<file path="src/rtl/program_loader.sv">
// Boot-time program loader: pulls WORDS bytes from a byte source and writes them
// into CPU RAM through the shared bus (MAR address cycle, then RAM data cycle).
module program_loader #(
    parameter int WORDS   = 16,
    parameter int TIMEOUT = 1000
) (
    input  logic       clk,
    input  logic       rst_n,
    input  logic       start,
    input  logic       abort,
    input  logic       byte_valid,
    input  logic [7:0] byte_data,
    output logic       byte_ready,
    output logic [7:0] bus_out,
    output logic       boot_write_to_bus,
    output logic       mar_read_from_bus,
    output logic       ram_read_from_bus,
    output logic       cpu_hold,
    output logic       busy,
    output logic       done,
    output logic       error,
    output logic [2:0] state_dbg
);

    localparam int TW = $clog2(TIMEOUT + 1);
    localparam logic [3:0]    LAST_ADDR = 4'(WORDS - 1);
    localparam logic [TW-1:0] TMO_LAST  = TW'(TIMEOUT - 1);

    typedef enum logic [2:0] {
        IDLE      = 3'd0,
        WAIT_BYTE = 3'd1,
        SET_ADDR  = 3'd2,
        WRITE_RAM = 3'd3,
        FINISH    = 3'd4,
        FAIL      = 3'd5
    } state_t;

    state_t        state, state_nxt;
    logic [3:0]    addr, addr_nxt;
    logic [7:0]    data_q, data_nxt;
    logic [TW-1:0] tmo, tmo_nxt;

    always_ff @(posedge clk or negedge rst_n) begin
        if (!rst_n) begin
            state  <= IDLE;
            addr   <= 4'd0;
            data_q <= 8'd0;
            tmo    <= '0;
        end else begin
            state  <= state_nxt;
            addr   <= addr_nxt;
            data_q <= data_nxt;
            tmo    <= tmo_nxt;
        end
    end

    // Outputs depend only on registered state/addr/data, never directly on inputs.
    always_comb begin
        state_nxt         = state;
        addr_nxt          = addr;
        data_nxt          = data_q;
        tmo_nxt           = tmo;
        byte_ready        = 1'b0;
        bus_out           = 8'd0;
        boot_write_to_bus = 1'b0;
        mar_read_from_bus = 1'b0;
        ram_read_from_bus = 1'b0;
        cpu_hold          = 1'b0;
        busy              = 1'b0;
        done              = 1'b0;
        error             = 1'b0;

        case (state)
            IDLE: begin
                if (start && !abort) begin
                    state_nxt = WAIT_BYTE;
                    addr_nxt  = 4'd0;
                    tmo_nxt   = '0;
                end
            end
            WAIT_BYTE: begin
                byte_ready = 1'b1;
                cpu_hold   = 1'b1;
                busy       = 1'b1;
                if (abort) begin
                    state_nxt = FAIL;
                end else if (byte_valid) begin
                    data_nxt  = byte_data;
                    tmo_nxt   = '0;
                    state_nxt = SET_ADDR;
                end else if (tmo == TMO_LAST) begin
                    state_nxt = FAIL;
                end else begin
                    tmo_nxt = tmo + TW'(1);
                end
            end
            SET_ADDR: begin
                bus_out           = {4'h0, addr};
                boot_write_to_bus = 1'b1;
                mar_read_from_bus = 1'b1;
                cpu_hold          = 1'b1;
                busy              = 1'b1;
                state_nxt         = abort ? FAIL : WRITE_RAM;
            end
            WRITE_RAM: begin
                bus_out           = data_q;
                boot_write_to_bus = 1'b1;
                ram_read_from_bus = 1'b1;
                cpu_hold          = 1'b1;
                busy              = 1'b1;
                // The write on the bus this cycle still lands even if abort is seen now.
                if (abort) begin
                    state_nxt = FAIL;
                end else if (addr == LAST_ADDR) begin
                    state_nxt = FINISH;
                end else begin
                    addr_nxt  = addr + 4'd1;
                    state_nxt = WAIT_BYTE;
                end
            end
            FINISH: begin
                done      = 1'b1;
                cpu_hold  = 1'b1;
                state_nxt = IDLE;
            end
            FAIL: begin
                error     = 1'b1;
                cpu_hold  = 1'b1;
                state_nxt = IDLE;
            end
            default: state_nxt = IDLE;
        endcase
    end

    assign state_dbg = state;

endmodule

</file>
<file path="config.mk">
export PLATFORM = sky130hd
export DESIGN_NAME = program_loader
export DESIGN_NICKNAME = d
export VERILOG_FILES = /design/src/rtl/program_loader.sv
export SDC_FILE = /design/constraint.sdc
export NUM_CORES = 1
export LEC_CHECK = 0
export ABC_AREA = 1
export CAP_MARGIN = 10
export CORE_AREA = 2 2 47 82
export CTS_BUF_LIST = sky130_fd_sc_hd__clkbuf_16
export DETAILED_ROUTE_END_ITERATION = 12
export DIE_AREA = 0 0 49 84
export MAX_ROUTING_LAYER = met4
export PLACE_DENSITY = 0.85
export SYNTH_ARGS = -nofsm -noshare
export SYNTH_HDL_FRONTEND = slang
export SYNTH_SLANG_ARGS = --single-unit
</file>
<file path="constraint.sdc">
create_clock -name clk -period 1.9 [get_ports clk]
set_input_delay 0.285 -clock clk [delete_from_list [all_inputs] [get_ports clk]]
set_output_delay 0.285 -clock clk [all_outputs]
set_load 0.005 [all_outputs]
</file>
; ---- Yosys cells after proc, flatten, opt, wreduce, memory -nomap -nowiden
; Cells that the tools add are included.
[totals]
register_bits = 25
latchBits = 0
mem_bits_rw = 0
romBits = 0
input_bits = 13
output_inout_bits = 19
elab_cells = 58
n_memories = 0
[classes]
n_addsub = 2
n_mul = 0
div_mod_pow = 0
order_cmp = 0
eq_ne = 13
shifts = 0
mux = 26
n_bitwise = 1
n_reduce_logical = 12
[op_table]
columns = cell, n
row1 = two-way mux 10 bit, 4
row2 = two-way mux 3 bit, 7
row3 = case mux 10 bit (2 select lines), 1
row4 = case mux 8 bit (2 select lines), 1
row5 = two-way mux 4 bit, 3
row6 = case mux 3 bit (4 select lines), 1
row7 = adder 10 x 1 -> 10 bit (second input constant), 1
row8 = == test 10 bit (second input constant), 1
row9 = two-way mux 1 bit, 8
row10 = != test 2 bit (second input constant), 4
row11 = case mux 4 bit (2 select lines), 1
row12 = AND reduction 4 bit, 2
row13 = == test 3 x 2 -> 1 bit (second input constant), 2
row14 = == test 3 bit (second input constant), 2
row15 = OR reduction 5 bit, 1
row16 = adder 4 x 1 -> 4 bit (second input constant), 1
row17 = == test 4 bit (second input constant), 1
row18 = != test 4 bit (second input constant), 1
row19 = nonzero test 2 bit, 2
row20 = == test 3 x 1 -> 1 bit (second input constant), 1
row21 = zero test 3 bit, 1
row22 = != test 3 bit (second input constant), 1
row23 = AND reduction 3 bit, 1
row24 = OR reduction 3 bit, 1
row25 = 5 further kinds, 5

; ---- Logic depth before layout (Yosys ltp)
[depth]
ltp_word = 5
mapped_depth = 10

; ---- Worst setup path before layout
; OpenSTA, ideal clock, no wires.
[synth_path]
path_type = reg2out
from = register state[2] (netlist: state_dbg[2])
to = output bus_out[0]
t_arrival_ps = 1069
path_slack_ps = 546
stages_incl_launch_ff = 6
path_cell_list = dfrtp_1 inv_2 nand2_4 nor2_1 inv_1 o21ai_0
[synth_via]
elab_chain_len = 2
elab_cells_between_ends = 3
[synth_rtl]
columns = element, line
row1 = start: declaration, 38  ; state_t state, state_nxt;
row2 = start signal: assignment, 50  ; state <= state_nxt;
row3 = == test 3 x 2 -> 1 bit, 73  ; case (state)
row4 = case mux 8 bit (2 select lines) (*), 73
row5 = end: declaration, 14  ; output logic [7:0] bus_out,
; Mark *: on every way between the ends. The rest lies on a longest branch, timed or not.

; ---- Worst setup path after layout
[layout_path]
from = register state[2] (netlist: state_dbg[2])
to = output cpu_hold
[layout_via]
elab_chain_len = 3
elab_cells_between_ends = 7
[layout_rtl]
columns = element, line
row1 = == test 3 x 2 -> 1 bit (tied with other cells), 73
row2 = OR reduction 5 bit (no line) (*), -
row3 = two-way mux 1 bit (*), 73
row4 = end: declaration, 18  ; output logic cpu_hold,
; Marks and branches as above.

==> results.sh <==
export IMPL_io_pins=32
export IMPL_max_stage_delay_ns=0.50
export IMPL_clock_latency_ns=0.26
export IMPL_antenna_found_initial=0
export IMPL_h_tree_depth=1
export IMPL_gr_usage_all_layers_pct=22.35
export IMPL_synth_seq_cells=25
export IMPL_startpoint_type="flop"
export IMPL_critPathMaxFanout=5
export IMPL_finClkSkew_ns=0.004317
export IMPL_leakage_uw=0.001091
export IMPL_peakVddDrop_mv=0.8989
export IMPL_routed_via_density=5.025
export IMPL_die_height_um=84
export IMPL_final_cells=319
export IMPL_cap_violations=0
export IMPL_dr_pass1_iters=5
export IMPL_first_iter_violations=59
export IMPL_critPathKind="reg2out"
export IMPL_hold_viol=0
export IMPL_path_cells="inv_2 > buf_4 > nand3_4 > nand3_2 > clkdlybuf4s50_1"
export IMPL_final_util_pct=63.99
export IMPL_initial_utilization_pct=48.99
export IMPL_post_route_drc_count=0
export IMPL_fp_dieW_um=49
export IMPL_final_cell_mix="51 x nand2_1, 33 x nor2_1, 24 x dfrtp_1, 23 x clkdlybuf4s50_1, 20 x nand2_2"
export IMPL_grt_use_met1_pct=22.03
export IMPL_clock_sinks=25
export IMPL_gp_congestion=0.9310
export IMPL_status="finished, final reports clean"
export IMPL_tightest_slew_ns=0.3340
export IMPL_gr_usage_met2_pct=43.71
export IMPL_worst_setup_path_end_kind="output port"
export IMPL_vias=1603
export IMPL_power_uw=2704
export IMPL_synth_seq_area_share_pct=36.28
export IMPL_slew_headroom_pct=77.73
export IMPL_final_common_cell="nand2_1"
export IMPL_ant_nets=0
export IMPL_final_layout_size_suffix_gt1_share_pct=27.47
export IMPL_crit_slowest_cell="clkdlybuf4s50_1"
export IMPL_synth_edf_count=0
export IMPL_core_area_um2=3520
export IMPL_hpwl_um=3033
export IMPL_rows=29
export IMPL_holdCritPathClass="in2async"
export IMPL_synth_area_um2=1724
export IMPL_synth_nets=243
export IMPL_netlist_instances=228
export IMPL_dpl_cell_area_um2=2098
export IMPL_r2r_setup_slack_ns=0.37
export IMPL_cts_tree="yes"
export IMPL_met3_usage_pct=1.792
export IMPL_final_min_clock_period_ns=1.845
export IMPL_drt_wl_total_um=4067
export IMPL_ys_warn_count=0
export IMPL_grt_remaining_overflow=0
export IMPL_required_ns=1.62
export IMPL_routedWlPerCell_um=12.75
export IMPL_grt_busiest_layer="met2"
export IMPL_cts_buffers_inserted=3
export IMPL_root_buffer="clkbuf_16"
export IMPL_post_route_period_util_pct=97.09
export IMPL_nets=289
export IMPL_place_inst=306
export IMPL_grt_pass1_wl_um=7044
export IMPL_dieArea_um2=4116
export IMPL_area_delta_synth_final_pct=30.62
export IMPL_clk_pin_slew_ns=0.07
export IMPL_grt_pass1_vias=1643
export IMPL_grt_max_degree=26
export IMPL_clock_path_buffers=2
export IMPL_setup_violations=0
export IMPL_power_density_nw_per_um2=1201
export IMPL_postSynth_asyncResetShare_pct=100.0
export IMPL_synth_area_per_cell_um2=7.562
export IMPL_slew_viol_final=0
export IMPL_ys_flop_type="dfrtp_1"
export IMPL_max_freq_mhz=542.1
export IMPL_antenna_cells=0
export IMPL_ys_types=29
export IMPL_whs_ns=0.3806
export IMPL_critical_path_arrival_ns=1.56
export IMPL_final_area_um2=2252
export IMPL_numPortBuffers=31
[cells in the mapped netlist (2+ instances only)]
cell type  count  area, um2
nor2_2         3      18.77
dfrtp_1       25      625.6
nor2_8         2      40.04
nand4_1        3      18.77
nand3_4        2      35.03
nand2_2       20      125.1
nand2_4        7      78.83
inv_4          2      12.51
inv_2          8      30.03
o21ai_0        7      35.03
nand2_1       51      191.4
a21oi_2        4      35.03
nor2_1        34      127.6
o21ai_1        4      20.02
ha_1           2      25.02
nor2_4         3      33.78
inv_1         19      71.32
nand3_1       20      100.1
a21oi_1        2      10.01
[layer usage]
| metal | routed length [um] | share of wire, % |
|---|---|---|
| met5 | 0 | 0 |
| met1 | 1508 | 37 |
| met2 | 2335 | 57 |
| met3 | 116 | 2.9 |
| met4 | 107 | 2.6 |
[per-stage QoR]
stage / setup WS, ns / setup TNS (ns)
3_3_place_gp: 0.1965 / 0
4_1_cts: 0.009496 / 0
5_1_grt: -0.003628 / -0.003628
3_5_place_dp: 0.1339 / 0
2_1_floorplan: 0.5456 / 0
6_report: 0.05528 / 0
[sequential cells by signal (all words and copies together) (netlist names)]
register,flops
state_dbg,3
data_q,8
addr,4
tmo,10
[power breakdown]
| part | switching, uW | internal, uW | leakage (uW) |
|---|---|---|---|
| Combinational | 856 | 619 | 0.000729 |
| Sequential | 97.3 | 658 | 0.000325 |
| Clock | 188 | 286 | 0.0000371 |
| Total | 1140 | 1560 | 0.00109 |
[worst paths after layout]
kind | startpoint | end | cells past startpoint
setup / recovery | state_dbg[2] | cpu_hold | 5
hold / removal | rst_n | tmo[4] | 2
setup reg to reg | state_dbg[2] | data_q[4] | 8
hold reg to reg | data_q[2] | data_q[2] | 2
max in group asynchronous | rst_n | state_dbg[0] | 2
min in group clk | data_q[2] | data_q[2] | 2
[timing repair]
action	CTS	global route
hold endpoints to repair	0	0
gates resized for setup	12	1
endpoints found under the setup margin	10	2
pin swaps	1	1
setup buffers	7	2
hold buffers	0	0
cloned	0	0
[critical path: cells and delay by family, from the launching register on]
family	cells	cell delay (ns)
buffers and inverters	3	0.71
flip-flops	1	0.38
AND/OR/NAND/NOR	2	0.21
[cells by family (layout without fill, tap and decap cells)]
logic type                 count (synthesis)  in the layout  share of synthesized area [%]
AOI/OAI and AO/OA                         18             18                          6.313
xor gates and xnor gates                   2              2                          1.016
adders and majority gates                  2              2                          1.451
buffers and inverters                     33             78                          8.491
DFF                                       25             25                          36.28
and+or+nand+nor                          148            148                          46.44
[cell type report]
cell class,count,area [um2]
clock inverters,1,7.507
repair buffers,44,397.9
fillers,296,1267
inverters,30,127.6
well taps,46,57.56
clock buffers,3,75.07
multi-input cells,170,959.7
flip-flops and latches,25,626.9
Power figures use the tool's default switching activity.
